==> src/rtl/log_afpm_pkg.sv <==
// Shared definitions for the log-domain approximate floating-point multiplier.
// Contents:
//   state_t    - control FSM states (COLLECT, CALC1, CALC2, SEND)
//   FLAG_OVF   - bit index of the overflow/saturation flag in flags
//   FLAG_UNF   - bit index of the underflow flag in flags
//   bias()     - exponent bias for a given exponent field width
package log_afpm_pkg;

  typedef enum logic [1:0] {
    COLLECT = 2'd0,
    CALC1   = 2'd1,
    CALC2   = 2'd2,
    SEND    = 2'd3
  } state_t;

  localparam int FLAG_OVF = 1;
  localparam int FLAG_UNF = 0;

  function automatic int bias(input int exp_w);
    return (1 << (exp_w - 1)) - 1;
  endfunction

endpackage

==> src/rtl/log_afpm_datapath.sv <==
// Two-stage Mitchell (log-domain) multiplier arithmetic.
// Stage CALC1 (calc1_en) registers sign, mantissa sum and biased exponent sum;
// stage CALC2 (calc2_en) normalises, applies the special cases and registers
// the result word and flags.
// Optional feature: LOG_AFPM_CORR_EN adds min(ma,mb)>>2 to the mantissa sum
// (clamped) as a first-order correction of the Mitchell error.
// Ports:
//   clk, rst  - clock, asynchronous active-high reset
//   calc1_en  - perform the first stage this cycle
//   calc2_en  - perform the second stage this cycle
//   a, b      - operand words {sign, exponent, mantissa}
//   result    - registered result word
//   flags     - registered {ovf, unf}
module log_afpm_datapath
  import log_afpm_pkg::*;
#(
  parameter int EXP_W = 5,
  parameter int MAN_W = 10
) (
  input  logic                     clk,
  input  logic                     rst,
  input  logic                     calc1_en,
  input  logic                     calc2_en,
  input  logic [EXP_W+MAN_W:0]     a,
  input  logic [EXP_W+MAN_W:0]     b,
  output logic [EXP_W+MAN_W:0]     result,
  output logic [1:0]               flags
);

  localparam int W       = 1 + EXP_W + MAN_W;
  localparam int BIAS    = bias(EXP_W);
  localparam int MAX_EXP = (1 << EXP_W) - 2;

  logic [EXP_W-1:0] ea, eb;
  logic [MAN_W-1:0] ma, mb;
  assign ea = a[W-2 -: EXP_W];
  assign eb = b[W-2 -: EXP_W];
  assign ma = a[MAN_W-1:0];
  assign mb = b[MAN_W-1:0];

  // ---------------- stage 1 ----------------
  logic                    sign_reg;
  logic [MAN_W:0]          s_reg, s_next;
  logic signed [EXP_W+1:0] e_reg, e_next;
  logic                    zero_reg, inf_reg;
  int                      e_sum;

`ifdef LOG_AFPM_CORR_EN
  logic [MAN_W-1:0] m_min;
  logic [MAN_W+1:0] s_wide;
  always_comb begin
    m_min  = (ma < mb) ? ma : mb;
    s_wide = {2'b00, ma} + {2'b00, mb} + {2'b00, (m_min >> 2)};
    // Clamp to the MAN_W+1 bit range so normalisation still sees a value
    // below 2^(MAN_W+1).
    s_next = s_wide[MAN_W+1] ? {(MAN_W+1){1'b1}} : s_wide[MAN_W:0];
  end
`else
  assign s_next = {1'b0, ma} + {1'b0, mb};
`endif

  always_comb begin
    e_sum  = int'(ea) + int'(eb) - BIAS;
    e_next = (EXP_W+2)'(e_sum);
  end

  always_ff @(posedge clk or posedge rst) begin
    if (rst) begin
      sign_reg <= 1'b0;
      s_reg    <= '0;
      e_reg    <= '0;
      zero_reg <= 1'b0;
      inf_reg  <= 1'b0;
    end else if (calc1_en) begin
      sign_reg <= a[W-1] ^ b[W-1];
      s_reg    <= s_next;
      e_reg    <= e_next;
      zero_reg <= (ea == '0) || (eb == '0);
      inf_reg  <= (ea == '1) || (eb == '1);
    end
  end

  // ---------------- stage 2 ----------------
  logic [W-1:0] result_next;
  logic [1:0]   flags_next;
  int           exp_i;

  always_comb begin
    result_next = '0;
    flags_next  = 2'b00;
    exp_i       = int'(e_reg);
    // Mantissa sum carried into the hidden-bit position: bump exponent, the
    // low MAN_W bits are then exactly s - 2^MAN_W.
    if (s_reg[MAN_W]) exp_i = exp_i + 1;
    result_next = {sign_reg, exp_i[EXP_W-1:0], s_reg[MAN_W-1:0]};
    if (zero_reg) begin
      result_next = {sign_reg, {(W-1){1'b0}}};
    end else if (inf_reg || (exp_i > MAX_EXP)) begin
      result_next = {sign_reg, EXP_W'(MAX_EXP), {MAN_W{1'b1}}};
      flags_next[FLAG_OVF] = 1'b1;
    end else if (exp_i < 1) begin
      result_next = {sign_reg, {(W-1){1'b0}}};
      flags_next[FLAG_UNF] = 1'b1;
    end
  end

  always_ff @(posedge clk or posedge rst) begin
    if (rst) begin
      result <= '0;
      flags  <= 2'b00;
    end else if (calc2_en) begin
      result <= result_next;
      flags  <= flags_next;
    end
  end

endmodule

==> src/rtl/log_afpm_param.sv <==
// Beat-serial log-domain approximate floating-point multiplier (top).
// Operands arrive as NB = ceil(W/BUS_W) beats, least significant first; the
// product leaves the same way. Arithmetic is in log_afpm_datapath.
// Optional feature: LOG_AFPM_CORR_EN (mantissa correction, see datapath).
// Ports:
//   clk, rst            - clock, asynchronous active-high reset
//   in_valid/in_ready   - operand beat handshake (ready only in COLLECT)
//   a_in, b_in          - operand beats
//   out_valid/out_ready - result beat handshake (valid only in SEND)
//   out_data            - result beat
//   flags               - {ovf, unf}, valid while out_valid
module log_afpm_param
  import log_afpm_pkg::*;
#(
  parameter int EXP_W = 5,
  parameter int MAN_W = 10,
  parameter int BUS_W = 8
) (
  input  logic             clk,
  input  logic             rst,
  input  logic             in_valid,
  output logic             in_ready,
  input  logic [BUS_W-1:0] a_in,
  input  logic [BUS_W-1:0] b_in,
  output logic             out_valid,
  input  logic             out_ready,
  output logic [BUS_W-1:0] out_data,
  output logic [1:0]       flags
);

  localparam int W     = 1 + EXP_W + MAN_W;
  localparam int NB    = (W + BUS_W - 1) / BUS_W;
  localparam int CNT_W = (NB > 1) ? $clog2(NB) : 1;
  localparam logic [CNT_W-1:0] LAST = CNT_W'(NB - 1);

  state_t           state_reg, state_next;
  logic [CNT_W-1:0] beat_reg, beat_next;
  logic             calc1_en, calc2_en;

  logic [NB*BUS_W-1:0] a_reg, b_reg, res_wide;
  logic [W-1:0]        result;
  logic [1:0]          flags_dp;

  // ---------------- control FSM ----------------
  always_ff @(posedge clk or posedge rst) begin
    if (rst) begin
      state_reg <= COLLECT;
      beat_reg  <= '0;
    end else begin
      state_reg <= state_next;
      beat_reg  <= beat_next;
    end
  end

  always_comb begin
    state_next = state_reg;
    beat_next  = beat_reg;
    in_ready   = 1'b0;
    out_valid  = 1'b0;
    calc1_en   = 1'b0;
    calc2_en   = 1'b0;
    case (state_reg)
      COLLECT: begin
        in_ready = 1'b1;
        if (in_valid) begin
          if (beat_reg == LAST) begin
            beat_next  = '0;
            state_next = CALC1;
          end else begin
            beat_next = beat_reg + 1'b1;
          end
        end
      end
      CALC1: begin
        calc1_en   = 1'b1;
        state_next = CALC2;
      end
      CALC2: begin
        calc2_en   = 1'b1;
        state_next = SEND;
      end
      SEND: begin
        out_valid = 1'b1;
        if (out_ready) begin
          if (beat_reg == LAST) begin
            beat_next  = '0;
            state_next = COLLECT;
          end else begin
            beat_next = beat_reg + 1'b1;
          end
        end
      end
      default: begin
        state_next = COLLECT;
        beat_next  = '0;
      end
    endcase
  end

  // ---------------- operand deserialiser ----------------
  // Each beat slot only loads on an accepted beat with its own index, so
  // in_valid outside COLLECT never touches the operands.
  for (genvar gi = 0; gi < NB; gi++) begin : g_slot
    always_ff @(posedge clk or posedge rst) begin
      if (rst) begin
        a_reg[gi*BUS_W +: BUS_W] <= '0;
        b_reg[gi*BUS_W +: BUS_W] <= '0;
      end else if (in_valid && in_ready && (beat_reg == CNT_W'(gi))) begin
        a_reg[gi*BUS_W +: BUS_W] <= a_in;
        b_reg[gi*BUS_W +: BUS_W] <= b_in;
      end
    end
  end

  log_afpm_datapath #(
    .EXP_W (EXP_W),
    .MAN_W (MAN_W)
  ) u_datapath (
    .clk      (clk),
    .rst      (rst),
    .calc1_en (calc1_en),
    .calc2_en (calc2_en),
    .a        (a_reg[W-1:0]),
    .b        (b_reg[W-1:0]),
    .result   (result),
    .flags    (flags_dp)
  );

  // ---------------- result serialiser ----------------
  logic [BUS_W-1:0] res_beats [NB];

  assign res_wide = (NB*BUS_W)'(result);

  for (genvar gi = 0; gi < NB; gi++) begin : g_beat
    assign res_beats[gi] = res_wide[gi*BUS_W +: BUS_W];
  end

  assign out_data = out_valid ? res_beats[beat_reg] : '0;
  assign flags    = out_valid ? flags_dp : 2'b00;

endmodule

==> config.mk <==
export PLATFORM = sky130hd
export DESIGN_NAME = log_afpm_param
export DESIGN_NICKNAME = d
export VERILOG_FILES = /design/src/rtl/log_afpm_pkg.sv /design/src/rtl/log_afpm_datapath.sv /design/src/rtl/log_afpm_param.sv
export SDC_FILE = /design/constraint.sdc
export NUM_CORES = 1
export LEC_CHECK = 0
export BUFFER_PORTS_ARGS = -buffer_cell sky130_fd_sc_hd__buf_2
export CELL_PAD_IN_SITES_DETAIL_PLACEMENT = 0
export CELL_PAD_IN_SITES_GLOBAL_PLACEMENT = 1
export CORE_ASPECT_RATIO = 0.7
export CORE_UTILIZATION = 30
export CTS_CLUSTER_SIZE = 10
export DETAILED_ROUTE_END_ITERATION = 7
export GPL_ROUTABILITY_DRIVEN = 0
export HOLD_SLACK_MARGIN = 0.1
export PLACE_DENSITY_LB_ADDON = 0.05
export SLEW_MARGIN = 20
export SYNTH_ARGS = -nofsm -noshare
export SYNTH_HDL_FRONTEND = slang
export SYNTH_SLANG_ARGS = --single-unit
==> constraint.sdc <==
create_clock -name clk -period 6.2 [get_ports clk]
set_clock_uncertainty 0.2 [all_clocks]
set_input_delay 0.62 -clock clk [delete_from_list [all_inputs] [get_ports clk]]
set_output_delay 0.62 -clock clk [all_outputs]
set_load 0.02 [all_outputs]
# --- After elaboration in Yosys (flattened, before gate mapping) ---
# Index checks and enable logic that the tools add are counted.
# Widths: inputs -> output; s select.
classes:
  add_sub_neg: 5
  order_cmp: 3
  eq_ne: 9
  mux: 26
  n_bitwise: 3
  n_reduce_logical: 12
ops:
  columns: ["operator", "n"]
  rows:
  - ["$mux 15", 3]
  - ["$gt 32x6->1 const B", 1]
  - ["$lt 32x2->1 const B", 1]
  - ["$mux 32", 1]
  - ["$mux 8", 4]
  - ["$mux 2", 6]
  - ["$add 10x10->11", 1]
  - ["$eq 5x5->1 const B", 2]
  - ["$logic_not 5->1", 2]
  - ["$mux 1", 10]
  - ["$add 7x2->8 const B", 1]
  - ["$ne 2x2->1 const B", 4]
  - ["$pmux 2 s4", 1]
  - ["$sub 7x5->7 const B", 1]
  - ["$add 5x5->6", 1]
  - ["$eq 2x2->1 const B", 2]
  - ["$reduce_and 4->1", 1]
  - ["$logic_and 1x1->1", 3]
  - ["$logic_or 1x1->1", 3]
  - ["$reduce_and 3->1", 1]
  - ["$eq 2x1->1 const B", 1]
  - ["$ge 2x2->1 const B", 1]
  - ["$logic_not 2->1", 1]
  - ["$not 1->2", 1]
  - ["5 further kinds", 5]
word_totals:
  ff_bits: 74
  output_inout_bits: 12

# --- Logic depth before layout (Yosys ltp) ---
# Gate-level depths: netlist of run 1.
depth:
  depth_word: 6
  depth_mapped: 9
  mapped_depth_nobuf: 9

# --- Hierarchy ---
# Synthesis of run 1 repeated with hierarchy kept, for this count alone.
hier_totals:
  cells_unflattened: 330
  hier_area_um2: 4043.9
by_module_without_submodules:
  columns: ["module", "n_inst", "cells_each", "area_per_inst_um2"]
  rows:
  - ["log_afpm_datapath", 1, 221, 2374.8]
  - ["log_afpm_param", 1, 109, 1669.1]

# --- Worst setup path after synthesis of run 1 ---
# No wires, ideal clock.
synth_path:
  path_type: "flip-flop to flip-flop"
  startpoint: "register a_reg[10]"
  endpoint: "register u_datapath.e_reg[5]"
  setup_ns: 0.124
  arrival_time_ns: 2.101
  slack_ns: 3.775
  path_stages_with_launch: 9
  n_path_buf: 0
  synth_period_minus_slack_ns: 2.425
  path_cell_list: "dfrtp_1 ha_1 inv_1 fa_1 xnor2_1 nand3_1 or3_1 and4_1 a211o_1"
synth_between:
  elab_chain_len: 2
synth_rtl:
  columns: ["element", "line_no", "text"]
  rows:
  - ["start: declaration", "log_afpm_param.sv:40", "logic [NB*BUS_W-1:0] a_reg, b_reg, res_wide;"]
  - ["start signal: indexed assignment", "log_afpm_param.sv:109", "a_reg[gi*BUS_W +: BUS_W] <= a_in;"]
  - ["$add 5x5->6", "log_afpm_datapath.sv:63", "e_sum = int'(ea) + int'(eb) - BIAS;"]
  - ["$sub 7x5->7", "log_afpm_datapath.sv:63", null]
  - ["end signal: assignment", "log_afpm_datapath.sv:77", "e_reg <= e_next;"]
  - ["end: declaration", "log_afpm_datapath.sv:44", "logic signed [EXP_W+1:0] e_reg, e_next;"]
# Every way passes these cells.
# A chain may end at the register's enable or synchronous reset.

# --- Final worst setup path of run 1 ---
# Ends and elaborated chain as after synthesis.

==> results.cfg, run 1 <==
[outcome]
status = finished clean

[synth]
ys_types = 56
yosysWarnings = 0
synth_seq_area_share_pct = 48.2
syn_area_um2 = 3840
synth_edf_count = 0
async_flop_share_pct = 100
yosys.area.top_type_share_pct = 48.2
syn_area_per_cell_um2 = 11.6
synth_ff_type = dfrtp_1
netlist_top_cells_area = dfrtp_1 (48%), mux2_2 (13%), ha_1 (6.8%)
syn_inst = 331
synth-seq-cells = 74
synth_nets = 374
synth_top_area_cell = dfrtp_1

[die]
die_h_um = 96.7
ios = 32
die_area_um2 = 13300
initial_core_util_pct = 30.8
die_w_um = 137
rows = 34
coreArea_um2 = 12500

[critical_path]
worst_r2r_startpoint = a_reg[10]
critPathLaunch = a_reg[10]
cp-endpoint = u_datapath.e_reg[5]
cp-start-kind = register
critical_path_arrival_ns = 2.62
critPathRequiredTime_ns = 6.22
cp-end-kind = register
regToRegSetupSlack_ns = 3.60
reg2reg_depth = 8
worstReg2RegEnd = u_datapath.e_reg[5]
crit_type = register to register
worstPathMaxFanout = 4

[clock_network]
insertion_delay_ns = 0.33
root_buffer = clkbuf_16
clock_sinks = 74
cts_htree_levels = 3
hold_buffers = 0
cts_repair_resize_count = 0
cts_setup_buffers = 0
numCtsBuffers = 9
path_clk_slew_ns = 0.06
cts_max_path_buffers = 2
cts_tree = done

[timing]
rsz0062_at_grt = false
fmax_mhz = 384
period_minus_slack_ns = 2.60
min_period_over_period_pct = 42.0
tns_ns = 0
worst_pin_slew_ns = 0.961
setup_viol = 0
finalHoldViolations = 0
max_slew_margin_pct = 35.7
drv_slew = 0

[route]
viasPerCell = 4.84
firstDrtPassIters = 4
ant_nets = 0
totalWireLength_um = 8690
wl_per_cell_um = 16.3
drc = 0
drt_first_iter_violations = 104
via_count = 2587

[power_and_ir_drop]
power_mw = 2.99
ir_worst_vdd_mv = 0.211
power_density_nw_per_um2 = 655
leakage_nw = 2.07

[placement]
port_buffers = 31
dp_hpwl_um = 6280

[cells_and_area]
fill_cells = 1239
layout_commonest_cell = dfrtp_1
diodes = 0
fin_nets = 410
syn_to_final_growth_pct = 19.0
drive_gt1_share_pct = 26.6
final_cell_mix = dfrtp_1 (74), mux2_2 (43), buf_2 (31)

[worst_hold_path]
min_path_type = input pin to async pin

[grt]
grt_first_pass_wirelength_um = 14800
antenna_found_initial = 0
grt_max_degree = 75
first_global_vias = 2710
overflow = 0
grt_use_total_pct = 14.9

[flow_run]
drv_cap = 0
==> logic make-up after synthesis <==
family          after synthesis  synth area share [%]
buf+inv                      28                  3.26
mux                          52                  15.0
simple gates                 73                  9.74
fa+ha+maj                    23                  7.88
compound gates               63                  11.9
xor+xnor                     18                  4.10
flops                        74                  48.2
==> power by group <==
part	leakage [nW]	internal, mW	total (mW)	switching (mW)
registers	0.894	0.735	0.941	0.205
logic	0.991	0.667	1.38	0.711
clock network	0.184	0.475	0.674	0.199
==> metal layers <==
| metal | GRT usage, % | share of wire, % | vias to the layer above |
|---|---|---|---|
| met5 | 0 | 0 | - |
| met2 | 21.1 | 42 | 24 |
| met3 | 4.72 | 2.8 | 9 |
| li1 | - | - | 1272 |
| met1 | 21.7 | 53 | 1282 |
| met4 | 3.80 | 1.3 | 0 |
==> worst min path at each step <==
stage | end | depth (start not counted)
6_report | a_reg[13] | 3
5_1_grt | b_reg[1] | 3
4_1_cts | u_datapath.flags[1] | 1
3_5_place_dp | u_datapath.flags[1] | 1
3_3_place_gp | u_datapath.flags[1] | 1
2_1_floorplan | u_datapath.flags[1] | 1
==> area by class of cell <==
class                           count  area (um2)  share of cell area, %
Timing Repair Buffer               34         198                   4.32
Multi-Input combinational cell    229        1870                   40.8
Clock buffer                       11         233                   5.09
Sequential cell                    74        1850                   40.5
Clock inverter                      5         150                   3.28
Inverter                           19        71.3                   1.56
Tap cell                          162         203                   4.43
==> critical path: stages, from the launching register on <==
cell and delay [ns]:
dfrtp_1 0.38, ha_1 0.20, inv_1 0.06, fa_1 0.40, xnor2_1 0.30, nand3_1 0.16, or3_1 0.34, and4_1 0.22
a211o_1 0.22
==> metrics by stage <==
stage	utilization [%]	std cells	instance area [um2]	setup slack (ns)	hold slack, ns
global placement	33.4	517	4160	3.68	0.263
floorplan	-	331	3840	3.50	0.245
global route	36.7	534	4570	3.41	0.139
finish	36.7	534	4570	3.60	0.118
CTS	36.5	533	4540	3.58	0.290
detailed placement	33.4	517	4160	3.60	0.275
==> synthesized netlist by cell type (6+ instances only) <==
master,count
dfrtp_1,74
inv_1,16
o21ai_0,9
nand2_1,10
mux2i_1,8
mux2_2,43
nor2_1,29
a221o_1,11
a21oi_1,11
xnor2_1,13
clkbuf_1,6
ha_1,21
Note: power is estimated with default switching activity, not from simulation.
==> run 2, diff against run 1 <==
Clock period 6.2 ns to 2.3 ns, I/O delays scaled along.
==> run 2 against run 1 <==
Effect of this change: sequential power grew to 2.6 times the previous value; highest routed layer unchanged; critical endpoint unchanged; critical path depth is the same; via count rose by 8.6%; final cell count up 9.0%; setup slack worse by 3.6 ns; worst hold slack is essentially flat; wire length up 7.8%; register-to-register slack got worse by 3.6 ns; power increased to 2.9 times the previous value; largest power group unchanged; design area grew 10%; largest cell class unchanged.
==> results.cfg, run 2 (synthesis gave the netlist of run 1 again) <==
[timing]
worst_pin_slew_ns = 0.573
fmax_mhz = 438
setup_viol = 0
rsz0062_at_grt = true
period_minus_slack_ns = 2.28
max_slew_margin_pct = 61.7
finalHoldViolations = 0
tns_ns = 0
drv_slew = 0
min_period_over_period_pct = 99.3

[route]
ant_nets = 0
drt_first_iter_violations = 114
firstDrtPassIters = 4
totalWireLength_um = 9370
wl_per_cell_um = 16.1
viasPerCell = 4.83
via_count = 2809
drc = 0

[critical_path]
worstPathMaxFanout = 3
cpPeakStageDelay_ns = 0.39
critical_path_arrival_ns = 2.30
cp-end-kind = register
crit_top_cell = buf_4
path_cells = ha_2, buf_4, buf_4, a211oi_1, nor2_1, or3_1, and4_1, a211o_1
crit_type = register to register
slowest_stage = or3_1
critPathRequiredTime_ns = 2.32
cp-start-kind = register

[grt]
grt_first_pass_wirelength_um = 15600
antenna_found_initial = 0
first_global_vias = 2941
grt_use_total_pct = 15.8
overflow = 0
grt_max_degree = 25

[power_and_ir_drop]
leakage_nw = 2.28
ir_worst_vdd_mv = 0.540
power_density_nw_per_um2 = 1700

[clock_network]
numCtsBuffers = 9
root_buffer = clkbuf_16
clock_sinks = 74
cts_tree = done
insertion_delay_ns = 0.34
path_clk_slew_ns = 0.06
cts_max_path_buffers = 2
cts_htree_levels = 3

[cells_and_area]
diodes = 0
syn_to_final_growth_pct = 31.3
layout_commonest_cell = dfrtp_1
utilization_pct = 40.5
drive_gt1_share_pct = 36.2
fin_nets = 458
final_cell_mix = dfrtp_1 (74), mux2_2 (43), buf_2 (31), buf_4 (31), nor2_1 (27)

[placement]
dp_hpwl_um = 6890
port_buffers = 31

[die]
die_h_um = 96.7
initial_core_util_pct = 30.8
die_area_um2 = 13300
rows = 34
ios = 32
die_w_um = 137
coreArea_um2 = 12500

[outcome]
status = finished clean

[worst_hold_path]
min_path_type = input pin to register

[flow_run]
drv_cap = 0
-- run 2: where the power goes --
group	switching (mW)	leakage [nW]	internal [mW]
Combinational	2.22	1.23	2.29
Clock	0.574	0.162	1.02
Sequential	0.509	0.894	1.98
Total	3.31	2.28	5.28
-- run 2: timing repair --
| action | in CTS | in global routing |
|---|---|---|
| endpoints found under the hold margin | 54 | 0 |
| hold buffers | 18 | 0 |
| resized for setup | 6 | 19 |
| setup endpoints to repair | 8 | 18 |
| gates cloned | 0 | 1 |
| buffers inserted | 0 | 3 |
| pin swaps | 4 | 9 |
-- run 2: critical path, delay by kind of cell (launching register included) --
| kind | cells | cell delay (ns) |
|---|---|---|
| AOI/OAI and AO/OA | 2 | 0.44 |
| adders and majority gates | 1 | 0.19 |
| buffers and inverters | 2 | 0.25 |
| DFF | 1 | 0.38 |
| and+or+nand+nor | 3 | 0.71 |
-- run 2: worst paths after layout --
path / from / endpoint / slack [ns] / cells past startpoint
worst min register to register: u_datapath.flags[1] / u_datapath.flags[1] / 0.27 / 1
worst max register to register: a_reg[10] / u_datapath.e_reg[5] / 0.02 / 8
worst max-delay path: a_reg[10] / u_datapath.e_reg[5] / 0.02 / 8
max in group asynchronous: rst / u_datapath.result[8] / 0.89 / 4
min in group asynchronous: rst / a_reg[12] / 0.32 / 3
worst min-delay path: in_valid / beat_reg / 0.12 / 4
-- run 2: metal layers --
layer	global-route usage (%)	up-vias	wire length [um]
met5	0	-	0
met4	5.58	0	122
met3	4.04	8	247
met2	22.0	32	3930
met1	23.3	1391	5070
li1	-	1378	-
-- run 2: cell type report --
| type | instances | area (um2) |
|---|---|---|
| Inverter | 19 | 75.1 |
| Clock inverter | 5 | 85.1 |
| Sequential cell | 74 | 1850 |
| Fill cell | 1239 | 7420 |
| Multi-Input combinational cell | 230 | 1990 |
| Clock buffer | 11 | 253 |
| Tap cell | 162 | 203 |
| Timing Repair Buffer | 81 | 588 |
-- run 2: stage by stage --
step | total power, mW | instances | hold slack, ns | area (um2) | setup WS (ns)
floorplan | 5.43 | 331 | 0.181 | 3860 | 0.00398
global placement | 6.75 | 544 | 0.129 | 4390 | -0.00324
detailed placement | 6.77 | 544 | 0.124 | 4390 | -0.0210
CTS | 8.47 | 578 | 0.102 | 4930 | 0.00167
global route | 9.37 | 582 | 0.145 | 5040 | -0.0913
finish | 8.59 | 582 | 0.118 | 5040 | 0.0151
